**src/rtl/lc4_iter_divider.sv**
```systemverilog
// Iterative restoring divider for the LC4 execute stage (DIV/MOD).
// Resolves STEPS quotient bits per clock through a chain of cla16 subtractors.

// 16-bit carry-lookahead adder: 4-bit groups with a lookahead carry across groups.
module cla16 (
  input  logic [15:0] a,
  input  logic [15:0] b,
  input  logic        cin,
  output logic [15:0] sum,
  output logic        cout
);
  logic [15:0] g;
  logic [15:0] p;
  logic [15:0] c;
  logic [3:0]  gg;
  logic [3:0]  gp;
  logic [4:0]  gc;

  // Group generate/propagate, group carries, then bit carries inside each group
  always_comb begin
    g = a & b;
    p = a ^ b;
    for (int unsigned k = 0; k < 4; k++) begin
      gg[k] = g[4*k+3]
            | (p[4*k+3] & g[4*k+2])
            | (p[4*k+3] & p[4*k+2] & g[4*k+1])
            | (p[4*k+3] & p[4*k+2] & p[4*k+1] & g[4*k]);
      gp[k] = &p[4*k +: 4];
    end
    gc[0] = cin;
    for (int unsigned k = 0; k < 4; k++) begin
      gc[k+1] = gg[k] | (gp[k] & gc[k]);
    end
    c = '0;
    for (int unsigned i = 0; i < 16; i++) begin
      if (i % 4 == 0) c[i] = gc[i/4];
      else            c[i] = g[i-1] | (p[i-1] & c[i-1]);
    end
    sum  = p ^ c;
    cout = gc[4];
  end
endmodule

module lc4_iter_divider #(
  parameter int STEPS = 1,
  parameter int TAG_W = 4
) (
  input  logic             clk,
  input  logic             rst_n,
  input  logic             flush,
  input  logic             in_valid,
  output logic             in_ready,
  input  logic [15:0]      in_dividend,
  input  logic [15:0]      in_divisor,
  input  logic [TAG_W-1:0] in_tag,
  output logic             out_valid,
  input  logic             out_ready,
  output logic [15:0]      out_quotient,
  output logic [15:0]      out_remainder,
  output logic [TAG_W-1:0] out_tag
);
  typedef enum logic [1:0] {IDLE, BUSY, DONE} state_t;

  state_t           state;
  logic [4:0]       cnt;
  logic [15:0]      q;
  logic [15:0]      rem;
  logic [15:0]      dvs;
  logic [TAG_W-1:0] tag;
  logic [15:0]      q_next;
  logic [15:0]      rem_next;

  // Restoring step chain: each stage consumes the previous stage's remainder/quotient.
  // Carry-out of rem - divisor is exactly (shifted[15:0] >= divisor).
  for (genvar s = 0; s < STEPS; s++) begin : g_step
    logic [15:0] rem_in;
    logic [15:0] q_in;
    logic [16:0] shifted;
    logic [15:0] diff;
    logic        cout;
    logic        ge;
    logic [15:0] rem_out;
    logic [15:0] q_out;

    if (s == 0) begin : g_first
      assign rem_in = rem;
      assign q_in   = q;
    end else begin : g_next
      assign rem_in = g_step[s-1].rem_out;
      assign q_in   = g_step[s-1].q_out;
    end

    assign shifted = {rem_in, q_in[15]};
    cla16 u_cla (
      .a    (shifted[15:0]),
      .b    (~dvs),
      .cin  (1'b1),
      .sum  (diff),
      .cout (cout)
    );
    assign ge      = shifted[16] | cout;
    assign rem_out = ge ? diff : shifted[15:0];
    assign q_out   = {q_in[14:0], ge};
  end

  assign q_next   = g_step[STEPS-1].q_out;
  assign rem_next = g_step[STEPS-1].rem_out;

  // Control FSM with registered handshakes; output registers load only on entry to DONE
  always_ff @(posedge clk or negedge rst_n) begin
    if (!rst_n) begin
      state         <= IDLE;
      cnt           <= '0;
      q             <= '0;
      rem           <= '0;
      dvs           <= '0;
      tag           <= '0;
      in_ready      <= 1'b1;
      out_valid     <= 1'b0;
      out_quotient  <= '0;
      out_remainder <= '0;
      out_tag       <= '0;
    end else if (flush) begin
      state     <= IDLE;
      cnt       <= '0;
      in_ready  <= 1'b1;
      out_valid <= 1'b0;
    end else begin
      case (state)
        IDLE: begin
          if (in_valid && in_ready) begin
            q        <= in_dividend;
            dvs      <= in_divisor;
            tag      <= in_tag;
            rem      <= '0;
            cnt      <= 5'(16 / STEPS);
            state    <= BUSY;
            in_ready <= 1'b0;
          end
        end
        BUSY: begin
          q   <= q_next;
          rem <= rem_next;
          cnt <= cnt - 5'd1;
          if (cnt == 5'd1) begin
            state     <= DONE;
            out_valid <= 1'b1;
            // Divide by zero yields 0/0 (LC4 semantics) after the full iteration count
            out_quotient  <= (dvs == '0) ? '0 : q_next;
            out_remainder <= (dvs == '0) ? '0 : rem_next;
            out_tag       <= tag;
          end
        end
        DONE: begin
          if (out_ready) begin
            state     <= IDLE;
            out_valid <= 1'b0;
            in_ready  <= 1'b1;
          end
        end
        default: begin
          state    <= IDLE;
          in_ready <= 1'b1;
        end
      endcase
    end
  end
endmodule

```
**config.mk**
```make
export PLATFORM = sky130hd
export DESIGN_NAME = lc4_iter_divider
export DESIGN_NICKNAME = d
export VERILOG_FILES = /design/src/rtl/lc4_iter_divider.sv
export SDC_FILE = /design/constraint.sdc
export NUM_CORES = 1
export LEC_CHECK = 0
export CORE_MARGIN = 5
export CORE_UTILIZATION = 40
export CTS_CLUSTER_SIZE = 20
export DETAILED_ROUTE_END_ITERATION = 10
export PLACE_DENSITY_LB_ADDON = 0.08
export SLEW_MARGIN = 20
export SYNTH_ARGS = -nofsm -noshare
export SYNTH_HDL_FRONTEND = slang
export SYNTH_SLANG_ARGS = --single-unit
```
**constraint.sdc**
```tcl
create_clock -name clk -period 4.1 [get_ports clk]
set_input_delay 0.615 -clock clk [delete_from_list [all_inputs] [get_ports clk]]
set_output_delay 0.615 -clock clk [all_outputs]
set_load 0.005 [all_outputs]
```
# After elaboration in Yosys (flattened, before gate mapping)
# Index checks and enable logic that the tools add are counted.
dict set report op_classes {
  addsub 1
  n_eq_ne 8
  muxes 23
  bitwise_logic 68
  n_reduce_logical 17
}
# cell n
set ops {}
lappend ops {{16-bit 2-to-1 mux} 5}
lappend ops {{16-bit case mux with 2 select lines} 2}
lappend ops {{1-bit AND} 34}
lappend ops {{16-bit XOR} 2}
lappend ops {{1-bit OR} 29}
lappend ops {{3-bit AND reduction} 6}
lappend ops {{16-bit AND} 1}
lappend ops {{16-bit logical NOT} 1}
lappend ops {{16-bit NOT} 1}
lappend ops {{4-bit AND reduction} 4}
lappend ops {{5-bit 2-to-1 mux} 2}
lappend ops {{5-bit case mux with 2 select lines} 1}
lappend ops {{3-bit != test (second input constant)} 3}
lappend ops {{2-bit 2-to-1 mux} 4}
lappend ops {{1-bit 2-to-1 mux} 6}
lappend ops {{2-bit case mux with 3 select lines} 1}
lappend ops {{3-bit nonzero test} 2}
lappend ops {{5-bit by 1-bit == test with 1-bit output (second input constant)} 1}
lappend ops {{5-bit by 1-bit subtractor with 5-bit output (second input constant)} 1}
lappend ops {{2-bit != test (second input constant)} 2}
lappend ops {{1-bit case mux with 3 select lines} 1}
lappend ops {{2-bit by 1-bit == test with 1-bit output (second input constant)} 1}
lappend ops {{2-bit == test (second input constant)} 1}
lappend ops {{2-bit logical NOT} 1}
lappend ops {{5 further kinds} 5}
dict set report word_totals {
  register_bits 97
  in_bits 41
  out_inout_bits 38
  word_cells 128
}

# Longest topological paths before layout
# Gate-level depths: netlist of the first run.
dict set report depth {
  ltp_word 20
  ltp_mapped 13
  ltp_nobuf 13
}

# By module
# From an unflattened synthesis of the first run, not the netlist that was laid out.
dict set report unflattened {
  cells_unflattened 419
  area_unflattened_um2 5091.1
}
# mod n_inst cells_each area_each_um2 seq_area_each_um2
set modules_own_cells {}
lappend modules_own_cells {lc4_iter_divider 1 347 4398.0 2428.6}
lappend modules_own_cells {cla16 1 72 693.2 0.0}

# Worst setup path before layout of the first run
# No wires, ideal clock.
dict set report synth_timing {
  path_kind {register to register}
  start {register dvs[1]}
  end {register out_remainder[10]}
  setup_ps 77
  arrival_ps 2813
  t_required_ps 4023
  path_slack_ps 1210
  path_stages_with_launch 12
  n_path_buf 0
  synth_period_minus_slack_ps 2890
  cell_sequence {dfrtp_1 -> inv_1 -> ha_1 -> nor3_1 -> a221oi_2 -> or2_2 -> fa_1 -> fa_1 -> inv_1 -> fa_1 -> mux2_4 -> o21ai_1}
}
dict set report synth_between {
  elab_chain_len 15
  elab_cells_between_ends 25
  classes_between {2 x mux; 21 x bitwise; 2 x reduce/logical}
}
# element line
set synth_lines {}
lappend synth_lines {{start: declaration} 68} ;# logic [15:0] dvs;
lappend synth_lines {{start signal: assignment} 133} ;# dvs <= in_divisor;
lappend synth_lines {{16-bit NOT} 96} ;# .b (~dvs),
lappend synth_lines {{16-bit AND or 16-bit XOR (tied branches)} {21, 22}}
lappend synth_lines {{1-bit AND (on tied branches)} {26, 27}}
lappend synth_lines {{1-bit OR or 1-bit AND (tied branches)} {26, 27}}
lappend synth_lines {{1-bit OR} 27} ;# | (p[4*k+3] & p[4*k+2] & p[4*k+1] & g[4*k]);
lappend synth_lines {{1-bit OR} 32} ;# gc[k+1] = gg[k] | (gp[k] & gc[k]);
lappend synth_lines {{1-bit AND} 32}
lappend synth_lines {{1-bit OR} 32}
lappend synth_lines {{1-bit AND (on tied branches)} {37, 32}}
lappend synth_lines {{1-bit OR (on tied branches)} {37, 32}}
lappend synth_lines {{1-bit AND (on tied branches)} {37, 32}}
lappend synth_lines {{1-bit OR (on tied branches)} {37, 32}}
lappend synth_lines {{16-bit XOR or 1-bit OR (tied branches)} {39, 101}}
lappend synth_lines {{16-bit 2-to-1 mux} 102} ;# assign rem_out = ge ? diff : shifted[15:0];
lappend synth_lines {{16-bit 2-to-1 mux *} 150} ;# out_remainder <= (dvs == '0) ? '0 : rem_next;
lappend synth_lines {{end signal: assignment} 150}
lappend synth_lines {{end: declaration} 59} ;# output logic [15:0] out_remainder,
# Every way passes the cells marked *; elsewhere a longest branch is shown, timed or not.
# A chain may end at the register's enable or synchronous reset.

# Worst setup path in the final report of the first run
dict set report layout_timing {
  start {register dvs[0]}
  end {register rem[10] (netlist: g_step[0].rem_in[10])}
}
dict set report layout_between {
  elab_chain_len 14
  elab_cells_between_ends 21
  classes_between {2 x mux; 18 x bitwise; 1 x reduce/logical}
}
# element line
set layout_lines {}
lappend layout_lines {{16-bit NOT *} 96}
lappend layout_lines {{16-bit AND} 21} ;# g = a & b;
lappend layout_lines {{1-bit AND} 27}
lappend layout_lines {{1-bit OR} 27}
lappend layout_lines {{1-bit OR *} 32}
lappend layout_lines {{1-bit AND *} 32}
lappend layout_lines {{1-bit OR *} 32}
lappend layout_lines {{1-bit AND (on tied branches)} {37, 32}}
lappend layout_lines {{1-bit OR (on tied branches)} {37, 32}}
lappend layout_lines {{1-bit AND (on tied branches)} {37, 32}}
lappend layout_lines {{1-bit OR (on tied branches)} {37, 32}}
lappend layout_lines {{16-bit XOR or 1-bit OR (tied branches)} {39, 101}}
lappend layout_lines {{16-bit 2-to-1 mux *} 102}
lappend layout_lines {{16-bit case mux with 2 select lines *} 129} ;# case (state)
lappend layout_lines {{end signal: assignment} 143} ;# rem <= rem_next;
lappend layout_lines {{end: declaration} 67} ;# logic [15:0] rem;
# Marks and branches as above.

==> impl_metrics.ini, run 1 <==
[outcome]
status = finished, final reports clean

[sta]
max_freq_mhz = 317
period_share_pct = 76.9
finalWorstSetupSlack_ns = 0.949
fin_setup_tns_ns = 0
hold_viol = 0
slew-limit-headroom_pct = 26.2
min_period_ns = 3.15
rsz0062_at_grt = false
setup_viol = 0
report.final.slew_viol_count = 0
clock_skew_ns = 0.00513
worstMarginPinSlew_ns = 1.10

[clocking]
ctsLongestPathBuffers = 2
clk_pin_slew_ns = 0.07
cts.sinks = 97
cts_max_level = 3
cts_hold_buf = 0
postCtsSetupRepairBufs = 0
clock_latency_ns = 0.35
numCtsBuffers = 9
cts_resized = 0
cts_root_buffer = clkbuf_16
cts_tree = built

[yosys]
syn-cell-area_um2 = 4700
synth_ff_type = dfrtp_1
yosysSeqAreaShare_pct = 51.7
yosys.area_share.adder_pct = 9.75
synth_top_area_share_pct = 51.2
ys_types = 45
synth_compound_area_share_pct = 14.1
synth_nets = 507
synth_mux_area_share_pct = 9.17
synth_edf_count = 0
synth.avg_cell_area_um2 = 10.8
synth-xor-area-share_pct = 0.746
synth_largest_area_cell = dfrtp_1
synth.most_common_cell = dfrtp_1
synthArstFlopShare_pct = 100
synth_top_family_by_area = compound AO/OA/AOI/OAI gates
synthTopCellsByArea = dfrtp_1, o21ai_1, mux2i_1
ys_seq_elements = 97
ys_warn_count = 0
netlist_top_cells_count = dfrtp_1, nand2_1, o21ai_1, mux2i_1, inv_1
syn-instance-count = 436
synth_simple_gate_area_share_pct = 10.3

[drt]
via_count = 3358
antenna_left = 0
drc_errors = 0
wl_per_cell_um = 16.0
wirelength_mm = 10.5
drt-initial-drc-count = 203
viasPerCell = 5.11
dr.pass1.iters = 4

[floorplanning]
fp.dieW_um = 118
ios = 79
core-area_um2 = 11500
die-height_um = 118
fp.dieArea_um2 = 14000
rows = 39
initial_core_util_pct = 40.9

[power_and_ir_drop]
power_density_nw_per_um2 = 490
peakVddDrop_uv = 353
p_leak_nw = 2.55

[setup_path]
cpMostUsedCell = fa_1
cp_slowest_cell = fa_1
r2r_cells = 11
crit_family = adder cells
crit_end = g_step[0].rem_in[10]
end_kind = flop
crit_buf_inv = 2
reg2reg_slack_ns = 0.95
cp.arrival_ns = 3.41
critPathMaxStageDelay_ns = 0.41
cp-start-kind = flop
reg2reg_from = dvs[0]
crit_path_max_fanout = 3
crit_chain = inv_1 -> ha_1 -> o21ai_1 -> a221oi_2 -> or2_2 -> fa_1 -> fa_1 -> inv_1 -> fa_1 -> mux2_4 -> o21ai_1
startpoint = dvs[0]
path_depth = 11
path_class = flop to flop
worstReg2RegEnd = g_step[0].rem_in[10]
cp.required_ns = 4.36

[placement]
dpl.hpwl_mm = 7.44
portBuffers = 78
dpl_worst_slack_ns = 0.998
gp_congestion = 0.821

[hold_path]
hp-class = primary input to async pin

[finish]
post-route-util_pct = 51.3
drive_above_1_share_pct = 7.00
area_growth_pct = 25.4
num_antenna_cells = 0
final_nets = 580

[global_route]
grt_pass1_wl_mm = 18.1
grt_pass1_vias = 3490
antenna_found_initial = 0
grt_overflow_total = 0
grtUsageTotal_pct = 16.1
grt_max_degree = 49

[flow_run]
cap_viol_max_count = 0
-- per-stage QoR --
step           hold WS, ns  power (mW)  instances  cell area (µm²)
2_1_floorplan        0.319        1.73        436             4700
3_3_place_gp         0.459        2.06        641             5590
3_5_place_dp         0.474        2.07        641             5590
4_1_cts              0.158        2.94        657             5890
5_1_grt              0.161        3.10        657             5890
6_report             0.159        2.89        657             5890
-- power by group --
part / leakage (nW) / internal (mW) / switching [mW]
Clock: 0.142 / 0.487 / 0.356
Combinational: 1.13 / 0.398 / 0.352
Sequential: 1.28 / 1.15 / 0.140
-- cells by family (layout without fill, tap and decap cells) --
group / Yosys count / count (layout)
buf+inv: 47 / 125
simple gates: 108 / 108
fa+ha+maj: 30 / 30
xor+xnor: 4 / 4
compound gates: 110 / 110
mux: 40 / 40
flops: 97 / 97
-- per-layer routing --
| layer | track usage, % | vias up | wire, µm |
|---|---|---|---|
| li1 | - | 1643 | - |
| met1 | 21.6 | 1635 | 4850 |
| met2 | 25.1 | 72 | 5050 |
| met3 | 5.35 | 8 | 529 |
| met4 | 4.09 | 0 | 107 |
| met5 | 0 | - | 0 |
-- how the worst min path moves through the flow --
| stage | end | slack (ns) | from |
|---|---|---|---|
| after floorplan | cnt[0] | 0.32 | rst_n |
| after CTS | cnt[3] | 0.16 | rst_n |
| after detailed placement | tag[2] | 0.47 | tag[2] |
| after global routing | out_tag[3] | 0.16 | rst_n |
| after global placement | out_tag[2] | 0.46 | tag[2] |
| final | tag[1] | 0.16 | rst_n |
-- sequential cells by signal, indices dropped and copies added, names as in the netlist --
| signal | flops |
|---|---|
| g_step.rem_in | 16 |
| out_quotient | 16 |
| g_step.q_in | 16 |
| out_tag | 4 |
| dvs | 16 |
| cnt | 5 |
| out_remainder | 16 |
| tag | 4 |
| state | 2 |
| in_ready | 1 |
| out_valid | 1 |
-- layout make-up --
cell class	instances	area, µm²
fillers	1053	5580
flip-flops and latches	97	2430
multi-input cells	292	2070
repair buffers	82	808
clock buffers	11	243
well taps	143	179
inverters	27	101
clock inverters	5	55.1
-- placed cells by master (no fill, tap or decap), types with 2 or more instances in the layout --
cell type         n
dfrtp_1          96
inv_1            27
a22o_1           16
mux2i_1          28
fa_1             11
a21oi_1          10
buf_4             5
nor3_1            3
nor4_1            4
or2_2             2
clkdlybuf4s50_1  77
xnor2_1           2
nand2_1          72
o21ai_1          68
mux2_1            8
mux2_4            4
clkinvlp_4        2
clkinv_2          2
nand3_1           3
nor2_1            9
ha_1             19
nand2b_1          2
o21ai_0           6
clkbuf_16         9
xor2_1            2
nand4_1           2
Power figures use the tool's default switching activity.
==> run 2, diff against run 1 <==
==> constraint.sdc (replaced) <==
create_clock -name clk -period 3.26 [get_ports clk]
set_input_delay 0.489 -clock clk [delete_from_list [all_inputs] [get_ports clk]]
set_output_delay 0.489 -clock clk [all_outputs]
set_load 0.005 [all_outputs]
==> impl_metrics.ini, run 2 (same netlist as run 1, synthesis figures left out) <==
[outcome]
status = finished, final reports clean

[power_and_ir_drop]
peakVddDrop_uv = 278
p_leak_nw = 2.57
total_power_mw = 3.65
power_density_nw_per_um2 = 614

[setup_path]
cp.required_ns = 3.51
path_class = flop to flop
worstReg2RegEnd = g_step[0].rem_in[10]
cp_slowest_cell = fa_1
r2r_cells = 11
crit_chain = inv_1 -> ha_1 -> o21ai_1 -> a221oi_2 -> or2_2 -> fa_1 -> fa_1 -> inv_1 -> fa_1 -> mux2_4 -> o21ai_1
cp-start-kind = flop
crit_path_max_fanout = 3
reg2reg_slack_ns = 0.14
end_kind = flop
reg2reg_from = dvs[0]
cpMostUsedCell = fa_1
cp.arrival_ns = 3.37
critPathMaxStageDelay_ns = 0.41

[drt]
antenna_left = 0
wl_per_cell_um = 16.3
dr.pass1.iters = 4
drt-initial-drc-count = 151
drc_errors = 0
wirelength_mm = 10.8
viasPerCell = 5.08
via_count = 3359

[global_route]
grtUsageTotal_pct = 15.8
grt_pass1_vias = 3600
antenna_found_initial = 0
grt_overflow_total = 0
grt_pass1_wl_mm = 18.2
grt_max_degree = 54

[clocking]
ctsLongestPathBuffers = 2
cts_resized = 0
cts_hold_buf = 0
numCtsBuffers = 9
cts_tree = built
clk_pin_slew_ns = 0.07
cts_max_level = 3
postCtsSetupRepairBufs = 0
cts.sinks = 97
clock_latency_ns = 0.34
cts_root_buffer = clkbuf_16

[floorplanning]
rows = 39
fp.dieW_um = 118
core-area_um2 = 11500
die-height_um = 118
fp.dieArea_um2 = 14000
ios = 79
initial_core_util_pct = 40.9

[finish]
drive_above_1_share_pct = 7.92
num_antenna_cells = 0
layout_common_cells = dfrtp_1, clkdlybuf4s50_1, nand2_1
area_growth_pct = 26.7
final_nets = 584
final_common_cell = dfrtp_1
post-route-util_pct = 51.9
final_area_um2 = 5950

[flow_run]
cap_viol_max_count = 0

[sta]
whs_ns = 0.140
worstMarginPinSlew_ns = 0.962
setup_viol = 0
slew-limit-headroom_pct = 35.9
clock_skew_ns = 0.00777
report.final.slew_viol_count = 0
fin_setup_tns_ns = 0
min_period_ns = 3.12
hold_viol = 0
max_freq_mhz = 321
period_share_pct = 95.6

[placement]
portBuffers = 78
placed_cell_area_um2 = 5650
dpl.hpwl_mm = 7.58
gp_congestion = 0.822

[hold_path]
hp-class = primary input to async pin
-- run 2: cell count changes in the layout (fill, tap and decap cells not counted), moves of 2 or more --
cell,delta
buf_12,+2
buf_4,+2
clkinv_2,-2
clkinv_4,+2
-- run 2: critical path: cells and delay by family (launching register included) --
family          cells  cell delay [ns]
buf+inv             2             0.15
flops               1             0.38
fa+ha+maj           4             1.46
mux                 1             0.27
simple gates        1             0.30
compound gates      3             0.45
-- run 2: layout make-up --
class,count,area (µm²)
fillers,1055,5520
flip-flops and latches,97,2430
multi-input cells,292,2080
repair buffers,86,863
clock buffers,10,229
well taps,143,179
inverters,27,101
clock inverters,6,70.1
-- run 2: worst max path at each step --
| stage | end | slack (ns) | start | cells past startpoint |
|---|---|---|---|---|
| after floorplan | out_remainder[10] | 0.37 | dvs[1] | 11 |
| after global placement | g_step[0].rem_in[10] | 0.22 | dvs[0] | 11 |
| after detailed placement | out_remainder[10] | 0.16 | dvs[0] | 11 |
| after CTS | out_remainder[10] | 0.13 | dvs[0] | 11 |
| after global routing | g_step[0].rem_in[10] | -0.002 | dvs[2] | 11 |
| final | g_step[0].rem_in[10] | 0.14 | dvs[0] | 11 |
-- run 2: metal layers --
| metal | global-route usage [%] | part of all wire [%] | up-vias |
|---|---|---|---|
| li1 | - | - | 1655 |
| met1 | 20.9 | 47 | 1623 |
| met2 | 25.8 | 47 | 64 |
| met3 | 3.72 | 3.8 | 17 |
| met4 | 5.02 | 1.5 | 0 |
| met5 | 0 | 0 | - |
-- run 2: metrics by stage --
step | instances | worst slack [ns]
finish | 661 | 0.143
global placement | 645 | 0.224
CTS | 661 | 0.128
detailed placement | 645 | 0.160
global route | 661 | -0.00232
floorplan | 436 | 0.370
-- run 2: where the power goes --
| group | internal (mW) | total (mW) | switching [mW] |
|---|---|---|---|
| registers | 1.45 | 1.63 | 0.174 |
| clock network | 0.598 | 1.06 | 0.463 |
| logic | 0.511 | 0.963 | 0.452 |
| total | 2.56 | 3.65 | 1.09 |
